$ cat config.mk
export PLATFORM = sky130hd
export DESIGN_NAME = sal_cmd_arb
export DESIGN_NICKNAME = d
export VERILOG_FILES = /design/src/rtl/sal_cmd_pkg.sv /design/src/rtl/sal_rr_arb.sv /design/src/rtl/sal_cmd_arb.sv
export SDC_FILE = /design/constraint.sdc
export NUM_CORES = 1
export LEC_CHECK = 0
export CELL_PAD_IN_SITES_DETAIL_PLACEMENT = 0
export CELL_PAD_IN_SITES_GLOBAL_PLACEMENT = 1
export CORE_MARGIN = 1.5
export CORE_UTILIZATION = 41
export CTS_BUF_LIST = sky130_fd_sc_hd__clkbuf_4 sky130_fd_sc_hd__clkbuf_8
export CTS_CLUSTER_SIZE = 10
export DETAILED_ROUTE_END_ITERATION = 6
export DONT_BUFFER_PORTS = 1
export HOLD_SLACK_MARGIN = 0.03
export PLACE_DENSITY = 0.84
export SLEW_MARGIN = 20
export SYNTH_ARGS = -nofsm -noshare
export SYNTH_HDL_FRONTEND = slang
export SYNTH_SLANG_ARGS = --single-unit
$ cat constraint.sdc
create_clock -name clk -period 10.1 [get_ports clk]
set_input_delay 2.02 -clock clk [delete_from_list [all_inputs] [get_ports clk]]
set_output_delay 2.02 -clock clk [all_outputs]
set_load 0.02 [all_outputs]
$ cat src/rtl/sal_cmd_pkg.sv
// Shared types and helpers for the channel command arbiter.
// Command encodings, class indices and the timing-counter width helper.
package sal_cmd_pkg;

  typedef enum logic [2:0] {
    NOP = 3'd0,
    ACT = 3'd1,
    RD  = 3'd2,
    WR  = 3'd3,
    PRE = 3'd4,
    REF = 3'd5
  } cmd_type_t;

  // Class index order doubles as priority order: lower index wins.
  localparam int CLS_REF   = 0;
  localparam int CLS_COL   = 1;
  localparam int CLS_ACT   = 2;
  localparam int CLS_PRE   = 3;
  localparam int NUM_CLS   = 4;

  localparam int FAW_SLOTS = 4;

  function automatic int cnt_w(input int t);
    return (t < 2) ? 1 : $clog2(t);
  endfunction

endpackage

$ cat src/rtl/sal_rr_arb.sv
// Round-robin one-hot arbiter: search starts at the pointer and wraps.
// The pointer moves past the winner only when the caller commits the grant.
module sal_rr_arb #(
  parameter int N = 4
) (
  input  logic         clk,
  input  logic         rst,
  input  logic [N-1:0] req_i,
  input  logic         en_i,
  output logic [N-1:0] gnt_o
);

  localparam int PW = (N < 2) ? 1 : $clog2(N);

  logic [PW-1:0] ptr_q;
  logic [PW-1:0] ptr_d;
  logic [PW-1:0] idx;
  logic [PW-1:0] win;
  logic          found;

  always_comb begin
    gnt_o = '0;
    found = 1'b0;
    win   = ptr_q;
    idx   = ptr_q;
    for (int k = 0; k < N; k++) begin
      idx = ptr_q + PW'(k);
      if (!found && req_i[idx]) begin
        found = 1'b1;
        win   = idx;
      end
    end
    if (found) gnt_o[win] = 1'b1;
  end

  assign ptr_d = win + PW'(1);

  always_ff @(posedge clk) begin
    if (rst) begin
      ptr_q <= '0;
    end else if (en_i && found) begin
      ptr_q <= ptr_d;
    end
  end

endmodule

$ cat src/rtl/sal_cmd_arb.sv
// Channel command arbiter: one grant per cycle by class priority with inter-bank timing.
// Define SAL_TFAW_EN to add the four-activate-window limit on ACT.
module sal_cmd_arb
  import sal_cmd_pkg::*;
#(
  parameter int NUM_BANKS = 4,
  parameter int BA_WIDTH  = 2,
  parameter int RA_WIDTH  = 16,
  parameter int CA_WIDTH  = 10,
  parameter int ID_WIDTH  = 4,
  parameter int LEN_WIDTH = 4,
  parameter int T_RRD     = 4,
  parameter int T_CCD     = 4,
  parameter int T_WTR     = 6,
  parameter int T_RTW     = 8,
  parameter int T_FAW     = 16
) (
  input  logic                           clk,
  input  logic                           rst,
  input  logic [NUM_BANKS-1:0]           act_req_i,
  input  logic [NUM_BANKS-1:0]           rd_req_i,
  input  logic [NUM_BANKS-1:0]           wr_req_i,
  input  logic [NUM_BANKS-1:0]           pre_req_i,
  input  logic [NUM_BANKS-1:0]           ref_req_i,
  input  logic [NUM_BANKS*RA_WIDTH-1:0]  ra_i,
  input  logic [NUM_BANKS*CA_WIDTH-1:0]  ca_i,
  input  logic [NUM_BANKS*ID_WIDTH-1:0]  id_i,
  input  logic [NUM_BANKS*LEN_WIDTH-1:0] len_i,
  output logic [NUM_BANKS-1:0]           act_gnt_o,
  output logic [NUM_BANKS-1:0]           rd_gnt_o,
  output logic [NUM_BANKS-1:0]           wr_gnt_o,
  output logic [NUM_BANKS-1:0]           pre_gnt_o,
  output logic [NUM_BANKS-1:0]           ref_gnt_o,
  output logic                           cmd_valid_o,
  output logic [2:0]                     cmd_type_o,
  output logic [BA_WIDTH-1:0]            cmd_ba_o,
  output logic [RA_WIDTH-1:0]            cmd_ra_o,
  output logic [CA_WIDTH-1:0]            cmd_ca_o,
  output logic [ID_WIDTH-1:0]            cmd_id_o,
  output logic [LEN_WIDTH-1:0]           cmd_len_o
);

  localparam int RRD_W = cnt_w(T_RRD);
  localparam int CCD_W = cnt_w(T_CCD);
  localparam int WTR_W = cnt_w(T_WTR);
  localparam int RTW_W = cnt_w(T_RTW);

  genvar gi;

  if (NUM_BANKS != (1 << BA_WIDTH) || T_RRD < 1 || T_CCD < 1 || T_WTR < 1 ||
      T_RTW < 1 || T_FAW < 1) begin : g_bad_param
    $error("sal_cmd_arb: illegal parameter combination");
  end

  logic [RRD_W-1:0] rrd_q;
  logic [CCD_W-1:0] ccd_q;
  logic [WTR_W-1:0] wtr_q;
  logic [RTW_W-1:0] rtw_q;
  logic             col_wr_q;

  logic act_ok, rd_ok, wr_ok, faw_ok, sel_wr;
  logic [NUM_BANKS-1:0] rd_v, wr_v, act_v, gnt_vec;
  logic [NUM_BANKS-1:0] cls_req [NUM_CLS];
  logic [NUM_BANKS-1:0] cls_gnt [NUM_CLS];
  logic [NUM_CLS-1:0]   cls_any, cls_en;

  logic                 cmd_valid_q, cmd_valid_d;
  cmd_type_t            cmd_type_q, cmd_type_d;
  logic [BA_WIDTH-1:0]  cmd_ba_q, cmd_ba_d;
  logic [RA_WIDTH-1:0]  cmd_ra_q, cmd_ra_d;
  logic [CA_WIDTH-1:0]  cmd_ca_q, cmd_ca_d;
  logic [ID_WIDTH-1:0]  cmd_id_q, cmd_id_d;
  logic [LEN_WIDTH-1:0] cmd_len_q, cmd_len_d;

  assign rd_ok  = (ccd_q == '0) && (wtr_q == '0);
  assign wr_ok  = (ccd_q == '0) && (rtw_q == '0);
  assign act_ok = (rrd_q == '0) && faw_ok;

  assign rd_v  = rd_req_i  & {NUM_BANKS{rd_ok}};
  assign wr_v  = wr_req_i  & {NUM_BANKS{wr_ok}};
  assign act_v = act_req_i & {NUM_BANKS{act_ok}};

  // Stay on the last column direction while it has eligible work, to avoid turnarounds.
  assign sel_wr = (|wr_v) && (col_wr_q || !(|rd_v));

  assign cls_req[CLS_REF] = ref_req_i;
  assign cls_req[CLS_COL] = sel_wr ? wr_v : rd_v;
  assign cls_req[CLS_ACT] = act_v;
  assign cls_req[CLS_PRE] = pre_req_i;

  for (gi = 0; gi < NUM_CLS; gi++) begin : g_cls
    assign cls_any[gi] = |cls_req[gi];
    assign cls_en[gi]  = !rst && cls_any[gi] &&
                         !(|(cls_any & NUM_CLS'((1 << gi) - 1)));
    sal_rr_arb #(.N(NUM_BANKS)) u_rr (
      .clk   (clk),
      .rst   (rst),
      .req_i (cls_req[gi]),
      .en_i  (cls_en[gi]),
      .gnt_o (cls_gnt[gi])
    );
  end

  assign ref_gnt_o = cls_en[CLS_REF] ? cls_gnt[CLS_REF] : '0;
  assign rd_gnt_o  = (cls_en[CLS_COL] && !sel_wr) ? cls_gnt[CLS_COL] : '0;
  assign wr_gnt_o  = (cls_en[CLS_COL] &&  sel_wr) ? cls_gnt[CLS_COL] : '0;
  assign act_gnt_o = cls_en[CLS_ACT] ? cls_gnt[CLS_ACT] : '0;
  assign pre_gnt_o = cls_en[CLS_PRE] ? cls_gnt[CLS_PRE] : '0;
  assign gnt_vec   = ref_gnt_o | rd_gnt_o | wr_gnt_o | act_gnt_o | pre_gnt_o;

  always_comb begin
    cmd_valid_d = |gnt_vec;
    cmd_type_d  = NOP;
    cmd_ba_d    = '0;
    cmd_ra_d    = '0;
    cmd_ca_d    = '0;
    cmd_id_d    = '0;
    cmd_len_d   = '0;
    for (int b = 0; b < NUM_BANKS; b++) begin
      if (gnt_vec[b]) cmd_ba_d = BA_WIDTH'(b);
    end
    if (cls_en[CLS_REF])      cmd_type_d = REF;
    else if (cls_en[CLS_COL]) cmd_type_d = sel_wr ? WR : RD;
    else if (cls_en[CLS_ACT]) cmd_type_d = ACT;
    else if (cls_en[CLS_PRE]) cmd_type_d = PRE;
    if (cls_en[CLS_ACT]) cmd_ra_d = ra_i[cmd_ba_d*RA_WIDTH +: RA_WIDTH];
    if (cls_en[CLS_COL]) begin
      cmd_ca_d  = ca_i[cmd_ba_d*CA_WIDTH +: CA_WIDTH];
      cmd_id_d  = id_i[cmd_ba_d*ID_WIDTH +: ID_WIDTH];
      cmd_len_d = len_i[cmd_ba_d*LEN_WIDTH +: LEN_WIDTH];
    end
  end

  always_ff @(posedge clk) begin
    if (rst) begin
      rrd_q    <= '0;
      ccd_q    <= '0;
      wtr_q    <= '0;
      rtw_q    <= '0;
      col_wr_q <= 1'b0;
    end else begin
      rrd_q <= cls_en[CLS_ACT] ? RRD_W'(T_RRD - 1) :
               (rrd_q != '0) ? rrd_q - RRD_W'(1) : '0;
      ccd_q <= cls_en[CLS_COL] ? CCD_W'(T_CCD - 1) :
               (ccd_q != '0) ? ccd_q - CCD_W'(1) : '0;
      wtr_q <= (cls_en[CLS_COL] && sel_wr) ? WTR_W'(T_WTR - 1) :
               (wtr_q != '0) ? wtr_q - WTR_W'(1) : '0;
      rtw_q <= (cls_en[CLS_COL] && !sel_wr) ? RTW_W'(T_RTW - 1) :
               (rtw_q != '0) ? rtw_q - RTW_W'(1) : '0;
      if (cls_en[CLS_COL]) col_wr_q <= sel_wr;
    end
  end

`ifdef SAL_TFAW_EN
  localparam int FAW_W = cnt_w(T_FAW);

  logic [FAW_SLOTS-1:0][FAW_W-1:0] faw_q;
  logic [FAW_SLOTS-1:0]            faw_free;
  logic [FAW_SLOTS-1:0]            faw_load;
  logic                            faw_hit;

  for (gi = 0; gi < FAW_SLOTS; gi++) begin : g_faw_free
    assign faw_free[gi] = (faw_q[gi] == '0);
  end

  // An expired slot is the oldest one; only one is claimed per ACT.
  always_comb begin
    faw_load = '0;
    faw_hit  = 1'b0;
    for (int s = 0; s < FAW_SLOTS; s++) begin
      if (faw_free[s] && !faw_hit) begin
        faw_load[s] = 1'b1;
        faw_hit     = 1'b1;
      end
    end
  end

  assign faw_ok = |faw_free;

  always_ff @(posedge clk) begin
    if (rst) begin
      faw_q <= '0;
    end else begin
      for (int s = 0; s < FAW_SLOTS; s++) begin
        if (cls_en[CLS_ACT] && faw_load[s]) faw_q[s] <= FAW_W'(T_FAW - 1);
        else if (!faw_free[s])              faw_q[s] <= faw_q[s] - FAW_W'(1);
      end
    end
  end
`else
  assign faw_ok = 1'b1;
`endif

  always_ff @(posedge clk) begin
    if (rst) begin
      cmd_valid_q <= 1'b0;
      cmd_type_q  <= NOP;
      cmd_ba_q    <= '0;
      cmd_ra_q    <= '0;
      cmd_ca_q    <= '0;
      cmd_id_q    <= '0;
      cmd_len_q   <= '0;
    end else begin
      cmd_valid_q <= cmd_valid_d;
      cmd_type_q  <= cmd_type_d;
      cmd_ba_q    <= cmd_ba_d;
      cmd_ra_q    <= cmd_ra_d;
      cmd_ca_q    <= cmd_ca_d;
      cmd_id_q    <= cmd_id_d;
      cmd_len_q   <= cmd_len_d;
    end
  end

  assign cmd_valid_o = cmd_valid_q;
  assign cmd_type_o  = cmd_type_q;
  assign cmd_ba_o    = cmd_ba_q;
  assign cmd_ra_o    = cmd_ra_q;
  assign cmd_ca_o    = cmd_ca_q;
  assign cmd_id_o    = cmd_id_q;
  assign cmd_len_o   = cmd_len_q;

endmodule

==> results.txt, run 1 <==
Wire length after detailed routing: 12.1 mm
Post-route setup TNS: 0 ns
Critical Path Sink Type: output port
Die span in x: 101 µm
Starting DRC count in detailed routing: 257
Nets: 666
Final hold violation count: 0
Fin. max-slew vios: 0
Number of vias after detailed routing: 3843
Seq. cell area: 0.00118 mm²
Nets in the synthesized netlist: 679
Initial standard-cell utilization of the core: 42.6%
Hold buffer count at CTS: 0
Register bit count reported by yosys: 59
Footprint of the multi-input gates: 0.00255 mm²
Routed wirelength normalized by instance count: 19.5 µm
Share of total power in the clock network: 30.2%
Overall die height: 101 µm
Overflow left after global routing: 0
Later-pin clock latency in the skew report: 0.33 ns
Number of iterations in the first detailed-routing pass: 5
First-pass GRT wire length: 17.2 mm
DP HPWL: 8.96 mm
Initial antenna violation count: 0
Post-CTS clock slew at the launch and capture registers of the worst setup and hold paths: 0.07 ns
Mean instance size in the synthesized netlist: 7.91 µm²
DRC: 0
Final worst clock skew: 0.0137 ns
Largest net degree at the start of global routing: 42
Number of filler cells placed in the layout: 969
Number of antenna repair diodes: 0
Outcome: finished clean
Share of async-settable or async-resettable flops after synthesis: 0%
Yosys warning total: 0
Commonest non-fill, non-tap cells in the layout: dfxtp_1 (59), a21oi_1 (51), nand2_1 (51)
Class of the tightest hold or removal check: register to register
Proportion of power drawn by flip-flops and latches: 34.7%
Number of buffers inserted to repair setup after CTS: 0
Most common flop cell mapped by yosys: dfxtp_1
Mean number of vias per cell: 6.19
Switch share: 36.6%
Commonest non-fill, non-tap cell in the layout: dfxtp_1
CTS H-tree lvls: 3
Number of routed nets with antenna violations: 0
Sequential element share of the synthesized area: 29.9%
Power per cell area: 176 mW/mm²
Switching power: 274 µW
Area of the core: 0.00928 mm²
Max-cap check violation count: 0
Highest fanout seen on the critical path: 17
Area growth from synthesis to layout: 7.65%
Internal cell power: 475 µW
Proportion of power drawn by combinational gates: 35.0%
Area enclosed by the die boundary: 0.0102 mm²
Vias in the first global route: 3337
All-Layer GR Usage: 21.8%
TritonCTS clock tree: done
Port Buffer Count: 0
Syn Inst Count: 500
Number of buffers on the longest clock path: 2
Critical path arrival: 4.85 ns
Clock period minus final worst setup slack: 6.87 ns
Critical path data required time: 8.08 ns
Highest clock rate: 145 MHz
Routability cong.: 0.872
Transition at the pin with the smallest max-transition slack: 1.02 ns
Cell Rows: 35
I/O pin count: 218
Total of endpoints with negative setup slack in the final report: 0
Sort of element at the start of the critical path: input pin
Final clock period utilization by the worst path: 68.1%
Number of flops mapped to enable cells by yosys: 0
Netlist Area Pre-Place: 0.00396 mm²
Normalized max-slew margin: 31.7%
Share of the core filled with cells in the final layout: 45.9%
Resized Gates After CTS: 0
Fraction of final layout cells with drive strength greater than 1: 12.6%
Startpoint-to-endpoint class of the critical path: input pin to output port
Largest voltage drop on the vdd net: 0.0830 mV
Setup repair after global routing missed its margin: false
Sinks on Clock Net: 59
Number of distinct standard cells referenced by the synthesized netlist: 67
Clk root buf: clkbuf_8
CTS Buf Count: 9
Leakage power of the design: 1.51 nW
-- path summary, 6_finish.rpt --
path	to	startpoint	depth (start not counted)	slack (ns)
setup reg to reg	cmd_len_o[3]	g_cls[2].u_rr.ptr_q[0]	14	5.59
hold reg to reg	rtw_q[1]	rtw_q[1]	2	0.50
setup / recovery	act_gnt_o[1]	act_req_i[0]	9	3.23
hold / removal	rtw_q[1]	rtw_q[1]	2	0.50
-- Yosys cell counts, types with 3 or more instances --
cell | number | area share, %
and2_1 | 9 | 1.4
a221oi_2 | 13 | 4.9
mux2i_1 | 4 | 1.0
nand2_1 | 51 | 4.8
a21oi_1 | 51 | 6.5
o22a_1 | 3 | 0.66
nor2_1 | 48 | 4.6
or4_1 | 3 | 0.57
nor2b_1 | 4 | 0.63
o21ai_0 | 35 | 4.4
a221oi_1 | 6 | 1.3
nand4_1 | 18 | 2.8
nand2b_1 | 8 | 1.3
nand3_1 | 6 | 0.76
mux2_2 | 3 | 0.85
buf_2 | 10 | 1.3
inv_1 | 28 | 2.7
dfxtp_1 | 59 | 30
nor4_1 | 4 | 0.63
ha_1 | 21 | 6.6
nor2_2 | 4 | 0.63
o21ai_1 | 15 | 1.9
and3_1 | 6 | 0.95
clkbuf_1 | 15 | 1.4
a31oi_1 | 18 | 2.8
o21a_1 | 3 | 0.57
a211oi_1 | 4 | 0.76
-- state kept, by name, summed over array words and instances, names as in the netlist, 3 cells and up --
signal / cells
cmd_id_o: 4
rtw_q: 3
cmd_len_o: 4
cmd_ra_o: 16
cmd_type_o: 3
cmd_ca_o: 10
wtr_q: 3
g_cls.u_rr.ptr_q: 8
-- kinds of logic after synthesis --
kind of cell | share of synthesized area [%]
buffers and inverters | 6.10
multiplexers | 2.44
adder cells (fa/ha/maj) | 6.64
AND/OR/NAND/NOR | 23.3
AO/OA/AOI/OAI | 31.7
flip-flops | 29.9
-- power groups by stage --
| stage | logic (mW) | clock network, mW | registers, mW |
|---|---|---|---|
| CTS | 0.251 | 0.235 | 0.260 |
| floorplan | 0.203 | 0 | 0.262 |
| finish | 0.263 | 0.227 | 0.260 |
| global route | 0.288 | 0.246 | 0.262 |
| detailed placement | 0.250 | 0 | 0.266 |
| global placement | 0.243 | 0 | 0.266 |
-- metal layers --
| layer | up-vias | track usage (%) | share of wire [%] |
|---|---|---|---|
| met4 | 0 | 5.88 | 0.98 |
| met1 | 1827 | 28.5 | 42 |
| met5 | - | 0 | 0 |
| met3 | 12 | 6.42 | 8.7 |
| li1 | 1802 | - | - |
| met2 | 202 | 35.0 | 49 |
-- worst max-delay path, cell delays in order --
cell     delay [ns]
mux2_2         0.26
nand2_1        0.15
nor2_1         0.06
mux4_2         0.46
nor2_1         0.24
ha_1           0.59
or3b_2         0.50
nor4_1         0.23
and3_1         0.35
-- layout make-up --
type	instances	area share, %
Clock buffer	12	3.73
Clock inverter	4	1.15
Inverter	29	2.56
Multi-Input combinational cell	384	59.9
Sequential cell	59	27.7
Tap cell	129	3.79
Timing Repair Buffer	4	1.18
-- per-stage QoR --
step           worst slack (ns)  cells  power (mW)  hold slack [ns]  instance area [µm²]
2_1_floorplan              3.62    500       0.465            0.456                 3960
3_3_place_gp               3.27    604       0.509            0.456                 4020
3_5_place_dp               3.22    604       0.516            0.484                 4020
4_1_cts                    3.22    620       0.746            0.495                 4230
5_1_grt                    2.94    621       0.796            0.531                 4260
6_report                   3.23    621       0.750            0.498                 4260
Note: power is estimated with default switching activity, not from simulation.
==> inputs of run 2 (changes only) <==
--- a/config.mk
+++ b/config.mk
@@ -14,7 +14,7 @@
 export DETAILED_ROUTE_END_ITERATION = 6
 export DONT_BUFFER_PORTS = 1
 export HOLD_SLACK_MARGIN = 0.03
-export PLACE_DENSITY = 0.84
+export PLACE_DENSITY = 0.87
 export SLEW_MARGIN = 20
 export SYNTH_ARGS = -nofsm -noshare
 export SYNTH_HDL_FRONTEND = slang
==> constraint.sdc (replaced) <==
create_clock -name clk -period 6.21 [get_ports clk]
set_input_delay 1.242 -clock clk [delete_from_list [all_inputs] [get_ports clk]]
set_output_delay 1.242 -clock clk [all_outputs]
set_load 0.02 [all_outputs]
==> run 2 against run 1 <==
Effect of this change: wire length increased by 2.3%; sequential power rose by 63%; flip-flop and latch count did not move; clock skew up 0.0025 ns; sequential share of layout area grew 0.24 points; largest cell class unchanged; die area unchanged; via count barely moved; non-clock buffer count unchanged; worst setup slack worse by 2.1 ns; final area shrank 0.85%; clock-buffer cell count shrank 2.
==> results.txt, run 2 (synthesis results as in run 1) <==
Hold Crit Depth: 2 (unchanged)
Resized Gates After CTS: 0 (unchanged)
Placed standard-cell area: 0.00403 mm² (+0.19%)
Port Buffer Count: 0 (unchanged)
Sinks on Clock Net: 59 (unchanged)
Setup repair after global routing missed its margin: false
Critical-path cell list: nor4_2, or3_1, and3_1, mux2i_1, o21ai_0, a22o_1, a21oi_1, ha_1, inv_1, nor2_1
Critical path arrival: 3.85 ns (-1.00 ns)
Number of iterations in the first detailed-routing pass: 5 (unchanged)
Max-cap check violation count: 0 (unchanged)
Critical path data required time: 4.97 ns (-3.11 ns)
Total of endpoints with negative setup slack in the final report: 0 (unchanged)
Vias in the first global route: 3395 (+1.7%)
Largest net degree at the start of global routing: 38 (-9.5%)
Number of filler cells placed in the layout: 932 (-3.8%)
Later-pin clock latency in the skew report: 0.34 ns (about the same)
Final clock period utilization by the worst path: 81.9%
CTS H-tree lvls: 3 (unchanged)
Worst path depth: 10 (+1)
Critical Path Sink Type: output port
TritonCTS clock tree: done
Fin. max-slew vios: 0 (unchanged)
Die span in x: 101 µm (unchanged)
Highest fanout seen on the critical path: 8 (-9)
Amount of wire on met3 after detailed routing: 1.13 mm (+7.1%)
Cell family with most CP delay: simple AND/OR/NAND/NOR gates
Normalized max-slew margin: 31.5% (-0.22 points)
Nets: 666 (unchanged)
Critical Path Slowest Stage Cell: nor4_2
Seq. cell area: 0.00118 mm² (unchanged)
Fraction of final layout cells with drive strength greater than 1: 12.6% (+0.026 points)
DP HPWL: 9.42 mm (+5.1%)
Met2 wire length: 5.89 mm (+0.10%)
Number of cells on the worst reg-to-reg path: 16 (+2)
Mean number of vias per cell: 6.20 (+0.11%)
First-pass GRT wire length: 17.7 mm (+2.9%)
Commonest non-fill, non-tap cell in the layout: dfxtp_1
Commonest non-fill, non-tap cells in the layout: dfxtp_1 (59), a21oi_1 (51), nand2_1 (51)
Top layer in use: met4
Clock period minus final worst setup slack: 5.09 ns
Number of buffers on the longest clock path: 2 (unchanged)
All-Layer GR Usage: 22.5% (+0.77 points)
DRC: 0 (unchanged)
Design area: 0.00422 mm² (-0.85%)
Area growth from synthesis to layout: 6.74%
Startpoint-to-endpoint class of the critical path: input pin to output port
Class of the tightest hold or removal check: register to register
Footprint of the multi-input gates: 0.00255 mm² (unchanged)
Final worst clock skew: 0.0162 ns (+0.00249 ns)
Outcome: finished clean
Clk root buf: clkbuf_8
Wire length after detailed routing: 12.4 mm (+2.3%)
Leakage power of the design: 1.49 nW (-1.0%)
Sort of element at the start of the critical path: input pin
Post-route setup TNS: 0 ns (unchanged)
Highest clock rate: 197 MHz
Count of buffering cells on the critical path with inverters included: 1 (+1)
Starting DRC count in detailed routing: 230 (-11%)
Final hold violation count: 0 (unchanged)
Cell Rows: 35 (unchanged)
Largest voltage drop on the vdd net: 0.104 mV (+25%)
Routed wirelength normalized by instance count: 20.0 µm (+2.4%)
Number of buffers inserted to repair setup after CTS: 0 (unchanged)
Overall die height: 101 µm (unchanged)
Number of routed nets with antenna violations: 0 (unchanged)
Transition at the pin with the smallest max-transition slack: 1.02 ns (+0.00541 ns)
Initial standard-cell utilization of the core: 42.6% (unchanged)
Power per cell area: 283 mW/mm² (+61%)
Hold buffer count at CTS: 0 (unchanged)
Routability cong.: 0.950 (+8.9%)
Post-CTS clock slew at the launch and capture registers of the worst setup and hold paths: 0.07 ns (about the same)
M1 wire length: 5.08 mm (+0.14%)
I/O pin count: 218 (unchanged)
Number of vias after detailed routing: 3841 (-0.052%)
CTS Buf Count: 9 (unchanged)
Number of antenna repair diodes: 0 (unchanged)
Initial antenna violation count: 0 (unchanged)
Area of the core: 0.00928 mm² (unchanged)
Area enclosed by the die boundary: 0.0102 mm² (unchanged)
Overflow left after global routing: 0 (unchanged)
Largest incremental delay on the critical path: 0.50 ns (-0.09 ns)
Largest register FFs: 16 (unchanged)
run 2: cell types whose count changed in the layout (fill, tap and decap cells not counted), sizes merged:
cell | before | now
clkbuf | 12 | 10
clkinv | 3 | 4
run 2: metrics by stage:
step                      hold slack [ns]  power (mW)  util [%]  worst slack (ns)  instances
after floorplan                     0.456       0.756         -              1.29        500
after global placement              0.457       0.835      43.4              1.31        605
after detailed placement            0.466       0.844      43.4              1.17        605
after CTS                           0.477        1.20      45.5              1.16        620
after global routing                0.523        1.26      45.5             0.911        620
final                               0.471        1.19      45.5              1.12        620
run 2: where the power goes:
part / switching [mW] / internal [mW]
Clock: 0.157 / 0.193
Sequential: 0.0279 / 0.397
Combinational: 0.264 / 0.155
Total: 0.449 / 0.744
run 2: tightest hold or removal path: stages, from the launching register on:
cell	delay (ns)
dfxtp_1	0.31
nand2_1	0.05
a31oi_1	0.07
run 2: final cells by class:
class / instances / share of cell area, %
clock buffers: 10 / 3.26
clock inverters: 5 / 1.27
well taps: 129 / 3.82
inverters: 29 / 2.58
multi-input cells: 384 / 60.4
repair buffers: 4 / 0.711
flip-flops and latches: 59 / 28.0
run 2: worst paths after layout:
check / startpoint / end / slack [ns]
hold reg to reg: rtw_q[1] / rtw_q[1] / 0.47
setup / recovery: rd_req_i[0] / wr_gnt_o[2] / 1.12
hold / removal: rtw_q[1] / rtw_q[1] / 0.47
setup reg to reg: wtr_q[0] / cmd_len_o[2] / 1.61
run 2: layer usage:
| metal | global-route usage (%) | vias up |
|---|---|---|
| met4 | 9.51 | 0 |
| met1 | 29.2 | 1781 |
| met5 | 0 | - |
| li1 | - | 1802 |
| met2 | 36.3 | 234 |
| met3 | 4.90 | 24 |
==> inputs of run 3 (changes only) <==
==> constraint.sdc (replaced) <==
create_clock -name clk -period 4.2 [get_ports clk]
set_input_delay 0.84 -clock clk [delete_from_list [all_inputs] [get_ports clk]]
set_output_delay 0.84 -clock clk [all_outputs]
set_load 0.02 [all_outputs]
==> run 3 against run 2 <==
Effect of this change: non-clock buffer count rose by 29; cell count is 4.7% higher; register-to-register slack worse by 1.3 ns; sequential share of layout area decreased by 2.3 points; sequential power is 48% higher; via count up 4.0%; critical path type is now register to output port; largest cell class unchanged; highest routed layer unchanged.
==> results.txt, run 3 (synthesis results as in run 1) <==
I/O pin count: 218 (unchanged)
Transition at the pin with the smallest max-transition slack: 0.922 ns (-0.103 ns)
Max-cap check violation count: 0 (unchanged)
Startpoint-to-endpoint class of the critical path: register to output port
Starting DRC count in detailed routing: 248 (+7.8%)
Port Buffer Count: 0 (unchanged)
Startpoint of the lowest-slack hold path: rtw_q[1]
Final clock period utilization by the worst path: 98.1%
Area of the core: 0.00928 mm² (unchanged)
Number of routed nets with antenna violations: 0 (unchanged)
Largest net degree at the start of global routing: 36 (-5.3%)
Highest fanout seen on the critical path: 4 (-4)
R2R Path Start: wtr_q[0]
Routed wirelength normalized by instance count: 20.1 µm (+0.60%)
Critical-path cell list: inv_2, ha_4, ha_4, or3b_4, or3_4, and3_4, mux2i_2, o21ai_1, a22o_1, a21o_1, ha_2, buf_4, and2_2
Cell Rows: 35 (unchanged)
Final worst clock skew: 0.0122 ns (-0.00397 ns)
Most repeated library cell on the critical path: ha_4
CTS Buf Count: 9 (unchanged)
Final hold violation count: 0 (unchanged)
Reg2Reg Setup Slack: 0.28 ns (-1.33 ns)
Critical Path Slowest Stage Cell: or3_4
Die span in x: 101 µm (unchanged)
Number of iterations in the first detailed-routing pass: 6 (+1)
Leakage power of the design: 1.66 nW (+12%)
Worst slack at placement: -0.00633 ns (-1.17 ns)
Largest voltage drop on the vdd net: 0.161 mV (+56%)
Nets: 695 (+4.4%)
Fraction of final layout cells with drive strength greater than 1: 22.3% (+9.7 points)
Routability cong.: 0.903 (-4.9%)
Power consumption: 2.03 mW (+70%)
Sinks on Clock Net: 59 (unchanged)
Wire length after detailed routing: 13.1 mm (+5.3%)
Overflow left after global routing: 0 (unchanged)
Power per cell area: 439 mW/mm² (+55%)
Startpoint of the worst setup timing path: wtr_q[0]
Initial standard-cell utilization of the core: 42.6% (unchanged)
Later-pin clock latency in the skew report: 0.34 ns (about the same)
Clock period minus final worst setup slack: 4.12 ns
Initial antenna violation count: 0 (unchanged)
CTS H-tree lvls: 3 (unchanged)
Area growth from synthesis to layout: 16.8%
Worst setup slack after layout: 0.0789 ns (-1.04 ns)
TritonCTS clock tree: done
Critical path data required time: 3.36 ns (-1.61 ns)
Highest clock rate: 243 MHz
DRC: 0 (unchanged)
Area enclosed by the die boundary: 0.0102 mm² (unchanged)
Total of endpoints with negative setup slack in the final report: 0 (unchanged)
DP HPWL: 9.97 mm (+5.9%)
Post-CTS clock slew at the launch and capture registers of the worst setup and hold paths: 0.07 ns (about the same)
Outcome: finished clean
Critical Path Sink Type: output port
First-pass GRT wire length: 18.7 mm (+5.7%)
Mean number of vias per cell: 6.16 (-0.64%)
All-Layer GR Usage: 23.8% (+1.3 points)
Number of vias after detailed routing: 3995 (+4.0%)
Critical path arrival: 3.28 ns (-0.57 ns)
Vias in the first global route: 3684 (+8.5%)
Largest register FFs: 16 (unchanged)
Commonest non-fill, non-tap cell in the layout: dfxtp_1
Number of buffers on the longest clock path: 2 (unchanged)
Number of filler cells placed in the layout: 921 (-1.2%)
Largest incremental delay on the critical path: 0.40 ns (-0.10 ns)
Class of the tightest hold or removal check: register to register
Clk root buf: clkbuf_8
Fin. max-slew vios: 0 (unchanged)
Number of antenna repair diodes: 0 (unchanged)
Overall die height: 101 µm (unchanged)
Sort of element at the start of the critical path: register
Normalized max-slew margin: 38.4% (+6.9 points)
Commonest non-fill, non-tap cells in the layout: dfxtp_1 (57), nand2_1 (51), a21oi_1 (49)
-- run 3: changes by cell type in the layout (fill, tap and decap cells not counted), moves of 3 or more --
cell    change
buf_4      +27
inv_2       +3
ha_4        +4
and3_1      -4
ha_1        -6
inv_1       -4
-- run 3: worst max-delay path, delay by kind of cell (launching register included) --
| family | cells | cell delay (ns) |
|---|---|---|
| AO/OA/AOI/OAI | 3 | 0.61 |
| AND/OR/NAND/NOR | 4 | 1.17 |
| buffers and inverters | 2 | 0.21 |
| flip-flops | 1 | 0.33 |
| multiplexers | 1 | 0.19 |
| adder cells (fa/ha/maj) | 3 | 0.45 |
-- run 3: power breakdown --
group	leakage (nW)	switching, mW	total, mW	internal, mW
Clock	0.115	0.240	0.604	0.364
Sequential	0.479	0.0401	0.627	0.587
Combinational	1.07	0.442	0.798	0.355
-- run 3: layout make-up --
class | instances | area (µm²) | share of cell area [%]
Timing Repair Buffer | 33 | 273 | 5.90
Clock buffer | 11 | 151 | 3.28
Tap cell | 129 | 161 | 3.49
Sequential cell | 59 | 1180 | 25.6
Clock inverter | 4 | 73.8 | 1.60
Inverter | 29 | 111 | 2.41
Multi-Input combinational cell | 384 | 2670 | 57.7
-- run 3: path summary, 6_finish.rpt --
kind                                      to  cells after the start
worst min-delay path                rtw_q[1]                      2
worst max register to register  cmd_len_o[2]                     21
worst max-delay path             rd_gnt_o[1]                     13
worst min register to register      rtw_q[1]                      2
-- run 3: stage by stage --
stage | instance area [µm²] | util [%] | TNS (ns) | std cells | hold WS (ns)
2_1_floorplan | 3960 | - | 0 | 500 | 0.456
3_3_place_gp | 4200 | 45.3 | 0 | 626 | 0.458
3_5_place_dp | 4200 | 45.3 | -0.00985 | 626 | 0.484
4_1_cts | 4470 | 48.1 | 0 | 643 | 0.492
5_1_grt | 4620 | 49.8 | -0.0164 | 649 | 0.499
6_report | 4620 | 49.8 | 0 | 649 | 0.487
-- run 3: what timing repair did --
action	in CTS	in global routing
resized for setup	13	22
hold buffers	0	0
endpoints found under the setup margin	12	42
pin swaps	1	8
buffers inserted	2	6
-- run 3: per-layer routing --
layer / part of all wire, % / global-route usage (%) / up-vias / wire (µm)
met4: 1.5 / 8.12 / 0 / 200
met3: 8.6 / 6.83 / 21 / 1130
li1: - / - / 1870 / -
met1: 39 / 28.2 / 1889 / 5140
met2: 51 / 41.3 / 215 / 6600
met5: 0 / 0 / - / 0
